--- src/rtl/jtopl_pkg.sv ---
// Shared OPL definitions: slot-to-channel map, rhythm drum bit positions and
// the CSM sequencer state encoding.
package jtopl_pkg;

  localparam int DRUM_HH  = 0;
  localparam int DRUM_TC  = 1;
  localparam int DRUM_TOM = 2;
  localparam int DRUM_SD  = 3;
  localparam int DRUM_BD  = 4;

  typedef enum logic [1:0] {
    CSM_IDLE = 2'd0,
    CSM_PEND = 2'd1,
    CSM_ON   = 2'd2
  } csm_state_e;

  // s = 6g + 3op + k  ->  channel = 3g + k
  function automatic logic [3:0] slot_ch(input logic [4:0] s);
    logic [3:0] ch;
    case (s)
      5'd0,  5'd3:  ch = 4'd0;
      5'd1,  5'd4:  ch = 4'd1;
      5'd2,  5'd5:  ch = 4'd2;
      5'd6,  5'd9:  ch = 4'd3;
      5'd7,  5'd10: ch = 4'd4;
      5'd8,  5'd11: ch = 4'd5;
      5'd12, 5'd15: ch = 4'd6;
      5'd13, 5'd16: ch = 4'd7;
      5'd14, 5'd17: ch = 4'd8;
      default:      ch = 4'd0;
    endcase
    return ch;
  endfunction

  // Rhythm-mode drum bit that drives a given slot (0 for melodic-only slots)
  function automatic logic slot_drum(input logic [4:0] s, input logic [4:0] rhy);
    logic d;
    case (s)
      5'd12, 5'd15: d = rhy[DRUM_BD];
      5'd13:        d = rhy[DRUM_HH];
      5'd14:        d = rhy[DRUM_TOM];
      5'd16:        d = rhy[DRUM_SD];
      5'd17:        d = rhy[DRUM_TC];
      default:      d = 1'b0;
    endcase
    return d;
  endfunction

endpackage

--- src/rtl/jtopl_kon_csm.sv ---
// CSM key-on sequencer: a timer A trigger keys every slot on for exactly the
// round that follows the next round boundary.
module jtopl_kon_csm
  import jtopl_pkg::*;
(
  input  logic clk,
  input  logic rst,
  input  logic cenop,
  input  logic zero,
  input  logic csm_en,
  input  logic csm_trig,
  output logic csm_on_nxt,
  output logic csm_busy,
  output logic csm_miss
);

  csm_state_e state_q, state_d;
  logic       miss_q, miss_d;

  always_comb begin
    state_d = state_q;
    miss_d  = miss_q;
    if (cenop) begin
      miss_d = 1'b0;
      if (!csm_en) begin
        state_d = CSM_IDLE;
      end else begin
        case (state_q)
          CSM_IDLE: if (csm_trig) state_d = CSM_PEND;
          CSM_PEND: begin
            if (zero) state_d = CSM_ON;
            miss_d = csm_trig;
          end
          CSM_ON: begin
            if (zero) state_d = CSM_IDLE;
            miss_d = csm_trig;
          end
          default: state_d = CSM_IDLE;
        endcase
      end
    end
  end

  always_ff @(posedge clk) begin
    if (rst) begin
      state_q <= CSM_IDLE;
      miss_q  <= 1'b0;
    end else begin
      state_q <= state_d;
      miss_q  <= miss_d;
    end
  end

  // The top computes keyon_I from the post-transition state
  assign csm_on_nxt = (state_d == CSM_ON);
  assign csm_busy   = (state_q != CSM_IDLE);
  assign csm_miss   = miss_q;

endmodule

--- src/rtl/jtopl_kon_sched.sv ---
// Key-on scheduler: commits CPU, rhythm and CSM key requests at the round
// boundary and serialises them into per-slot keyon_I for the EG.
module jtopl_kon_sched
  import jtopl_pkg::*;
#(
  parameter int SLOTS = 18,
  parameter int CH    = 9
) (
  input  logic       clk,
  input  logic       rst,
  input  logic       cenop,
  input  logic       zero,
  input  logic       kon_we,
  input  logic [3:0] kon_ch,
  input  logic       kon_din,
  input  logic       rhy_en,
  input  logic [4:0] rhy_kon,
  input  logic       csm_en,
  input  logic       csm_trig,
  output logic       keyon_I,
  output logic [4:0] slot_cnt,
  output logic       csm_busy,
  output logic       csm_miss
);

  logic [CH-1:0] pend_q, pend_d;
  logic [CH-1:0] kon_q,  kon_d;
  logic [4:0]    rhy_q,  rhy_d;
  logic [4:0]    slot_q, slot_d;
  logic          keyon_q, keyon_d;
  logic          csm_on_nxt;

  jtopl_kon_csm u_csm (
    .clk        (clk),
    .rst        (rst),
    .cenop      (cenop),
    .zero       (zero),
    .csm_en     (csm_en),
    .csm_trig   (csm_trig),
    .csm_on_nxt (csm_on_nxt),
    .csm_busy   (csm_busy),
    .csm_miss   (csm_miss)
  );

  always_comb begin
    pend_d  = pend_q;
    kon_d   = kon_q;
    rhy_d   = rhy_q;
    slot_d  = slot_q;
    keyon_d = keyon_q;
    if (cenop) begin
      if (kon_we && (kon_ch < 4'(CH))) pend_d[kon_ch] = kon_din;
      if (zero) begin
        // A write landing on the boundary cycle joins this commit
        slot_d = 5'd0;
        kon_d  = pend_d;
        rhy_d  = rhy_kon;
      end else if (slot_q == 5'(SLOTS - 1)) begin
        slot_d = 5'd0;
      end else begin
        slot_d = slot_q + 5'd1;
      end
      keyon_d = kon_d[slot_ch(slot_d)]
              | (rhy_en & slot_drum(slot_d, rhy_d))
              | csm_on_nxt;
    end
  end

  always_ff @(posedge clk) begin
    if (rst) begin
      pend_q  <= '0;
      kon_q   <= '0;
      rhy_q   <= '0;
      slot_q  <= '0;
      keyon_q <= 1'b0;
    end else begin
      pend_q  <= pend_d;
      kon_q   <= kon_d;
      rhy_q   <= rhy_d;
      slot_q  <= slot_d;
      keyon_q <= keyon_d;
    end
  end

  assign keyon_I  = keyon_q;
  assign slot_cnt = slot_q;

endmodule

--- config.mk ---
export PLATFORM = sky130hd
export DESIGN_NAME = jtopl_kon_sched
export DESIGN_NICKNAME = d
export VERILOG_FILES = /design/src/rtl/jtopl_pkg.sv /design/src/rtl/jtopl_kon_csm.sv /design/src/rtl/jtopl_kon_sched.sv
export SDC_FILE = /design/constraint.sdc
export NUM_CORES = 1
export LEC_CHECK = 0
export ABC_AREA = 0
export CAP_MARGIN = 15
export CORE_MARGIN = 5
export CORE_UTILIZATION = 54
export CTS_BUF_LIST = sky130_fd_sc_hd__clkbuf_4 sky130_fd_sc_hd__clkbuf_8 sky130_fd_sc_hd__clkbuf_16
export CTS_CLUSTER_DIAMETER = 150
export DETAILED_ROUTE_END_ITERATION = 12
export DONT_BUFFER_PORTS = 1
export PLACE_DENSITY = 0.77
export SLEW_MARGIN = 20
export SYNTH_ARGS = -nofsm -noshare
export SYNTH_HDL_FRONTEND = slang
export SYNTH_SLANG_ARGS = --single-unit
--- constraint.sdc ---
create_clock -name clk -period 5.6 [get_ports clk]
set_clock_uncertainty 0.15 [all_clocks]
set_input_delay 0.56 -clock clk [delete_from_list [all_inputs] [get_ports clk]]
set_output_delay 0.56 -clock clk [all_outputs]
set_load 0.01 [all_outputs]
==> metrics <==
CP Class reg2reg; gate count of the mapped netlist 256; met3 routed WL 300 um; post_cts resized 0; Clock transition at path regs 0.07 ns; die width 72.21 um; antenna diode count 0; drt initial violations 151; Hold EP pend_q[5]$_SDFFE_PP0P_; critical path arrival 3.59 ns; area grow syn2layout 4.132%; largest net degree at the start of global routing 33; Mapped Nets 282; Hold-fix buffers, CTS 0; Distinct cells, synth 55; Metal-1 WL 2127 um; Buf+Inv Stages, Crit Path 0; Setup Viol. Count Final 0; All-Layer GR Usage 18.32%; Synth Warn # 0; Syn Area/Cell 8.162 um^2; Primary FF master, synth dfxtp_1; max-slew violations 0; number of buffers created by CTS 5; Yosys reg bits 32; Hold WC Path Type in2reg; metal2 WL 2115 um; GRT Residual Overflow 0; LEAKAGE 0.0007734 uW; critical path cell sequence ha_1 > nor4bb_4 > nor3_1 > ha_1 > nor4_1 > a21oi_1 > o2111a_1 > a2111oi_0 > a311oi_1 > o32ai_1 > a21oi_1; Sink Count 32; top-level I/O count 26; r2r startpoint slot_cnt[0]$_SDFFE_PP0P_; EDFF count, synth 0; port buffer count 0; Final Critical Period 3.573 ns; top achievable clock speed 0.2799 GHz; Worst Setup Start Kind flip-flop; r2r worst-path depth 11; Max VDD drop 0.0001292 V; Overall Power 522.1 uW; reg-to-reg endpoint keyon_I$_SDFFE_PP0P_; Slew HR 38.09%; via/cell ratio 6.183; Worst path max stage delay 0.62 ns; worst reg2reg setup slack 2.03 ns; top cells by area, synth dfxtp_1 (31%), mux2i_1 (7.7%), nor2_1 (6.3%); antenna violations before repair 0; DIE AREA 5214 um^2; share of the synthesized area in the top cell type 30.66%; initial core utilization 56.23%; per-cell routed wire length 15.54 um; number of max-cap violations 0; vias in the first global route 1597; hold path start rst; layout cell share with drive strength beyond 1 8.097%; hold path cells 1; CTS tree built; Max Used Layer met4; DRC viols 0; Die H 72.21 um; DRT Pass-1 Iters 4; Cell Rows 22; Seq/Total Area, Yosys 30.66%; Fin. Hold Viols 0; routability congestion estimate 0.8595; Core Footprint 3716 um^2; ys async rst share 0%; buffer depth of the longest clock path 2; FILL cells 348; clock latency on the worst-skew pair 0.29 ns; Post-Syn Area 2090 um^2; first-pass GRT wire length 7665 um; Worst-Margin Slew 0.9215 ns; Final Core Density 58.55%; element type at the critical path end flip-flop; run status finished clean; DRT antenna net count 0; CTS root buf clkbuf_8; Vias 1824; crit path max fanout 12; Power Dens Cells 240.0 nW/um^2; # Post-CTS Setup Buffers 0; setup repair after global routing missed its margin false; nets@finish 272; delay-heaviest family, CP compound AO/OA/AOI/OAI gates; CP max stage cell dfxtp_1; Final period util 63.80%; Req. time, crit path 5.62 ns; dpl hpwl 3276 um; setup TNS 0 ns; drt total wl 4583 um; H-tree levels 2; largest area contributor in the netlist dfxtp_1
-- through the flow --
stage | setup WS [ns] | hold WS (ns) | instances | instance area, um^2
floorplan | 2.565 | 0.2857 | 256 | 2090
finish | 2.027 | 0.1817 | 295 | 2176
global route | 1.684 | 0.1600 | 295 | 2176
CTS | 2.028 | 0.1696 | 295 | 2176
detailed placement | 2.055 | 0.2945 | 287 | 2064
global placement | 2.180 | 0.2868 | 287 | 2064
-- how the worst max path moves through the flow --
stage                             start  cells past startpoint                    to
2_1_floorplan                      zero                     11  keyon_I$_SDFFE_PP0P_
3_3_place_gp   slot_cnt[0]$_SDFFE_PP0P_                     11  keyon_I$_SDFFE_PP0P_
3_5_place_dp   slot_cnt[0]$_SDFFE_PP0P_                     11  keyon_I$_SDFFE_PP0P_
4_1_cts        slot_cnt[0]$_SDFFE_PP0P_                     11  keyon_I$_SDFFE_PP0P_
5_1_grt        slot_cnt[0]$_SDFFE_PP0P_                     11  keyon_I$_SDFFE_PP0P_
6_report       slot_cnt[0]$_SDFFE_PP0P_                     11  keyon_I$_SDFFE_PP0P_
-- cells in the mapped netlist (2+ instances only) --
library cell   n
a211oi_1      16
buf_6          2
ha_1           8
nor3b_1        2
nor4_1         2
dfxtp_1       32
clkbuf_1      10
or3b_2         2
nand4_1        4
nor2b_1        3
o2111a_1       2
nor3_1         6
inv_1          9
a21oi_1       16
nand2_1       28
xnor2_1        3
a311oi_1       3
buf_2          2
nor2_1        35
o21ai_0        8
nor4b_1        2
a31oi_1        2
and3_1         2
buf_1          2
mux2i_1       16
nand3_1        8
nand2b_1       2
nand3b_1       2
-- routing by layer --
layer / global-route usage, % / vias to the layer above
met2: 27.81 / 54
li1: - / 908
met3: 6.233 / 6
met4: 4.802 / 0
met1: 24.83 / 856
met5: 0 / -
-- registers in the layout, indices dropped and copies added (netlist names) --
name,flops
keyon_I,1
kon_q,9
pend_q,9
rhy_q,5
slot_cnt,5
u_csm.csm_miss,1
u_csm.state_q,2
-- cells by family after synthesis --
family / after synthesis / synth area share, %
DFF: 32 / 30.66
buffers and inverters: 26 / 5.689
xor gates and xnor gates: 5 / 2.456
muxes: 17 / 8.203
and+or+nand+nor: 107 / 26.71
AOI/OAI and AO/OA: 61 / 21.50
adders and majority gates: 8 / 4.791
-- area by class of cell --
| class | count | area, um^2 | share of cell area [%] |
|---|---|---|---|
| well taps | 48 | 60.06 | 2.760 |
| inverters | 9 | 33.78 | 1.553 |
| clock buffers | 5 | 68.82 | 3.163 |
| flip-flops and latches | 32 | 640.6 | 29.44 |
| clock inverters | 3 | 42.54 | 1.955 |
| multi-input cells | 198 | 1330 | 61.13 |
-- cell usage in the layout, fill, tap and decap left out, drive strengths merged, types with 2 or more instances in the layout --
master / n
a2111oi: 3
a211oi: 16
a21oi: 16
a311oi: 3
a31oi: 2
and3: 2
clkbuf: 5
dfxtp: 32
ha: 8
inv: 9
mux2i: 16
nand2: 28
nand2b: 2
nand3: 8
nand3b: 2
nand4: 4
nor2: 35
nor2b: 3
nor3: 6
nor3b: 2
nor4: 2
nor4b: 3
o2111a: 2
o21ai: 8
or2: 2
or3: 2
or3b: 2
xnor2: 3
xor2: 2
-- report_power, final --
part	leakage, uW	internal, uW	switching, uW
clock	0.0000541	132	89.1
sequential	0.000262	238	8.01
combinational	0.000457	25.9	29.5
total	0.000773	396	127
No activity file was read; power rests on OpenSTA's default activity.
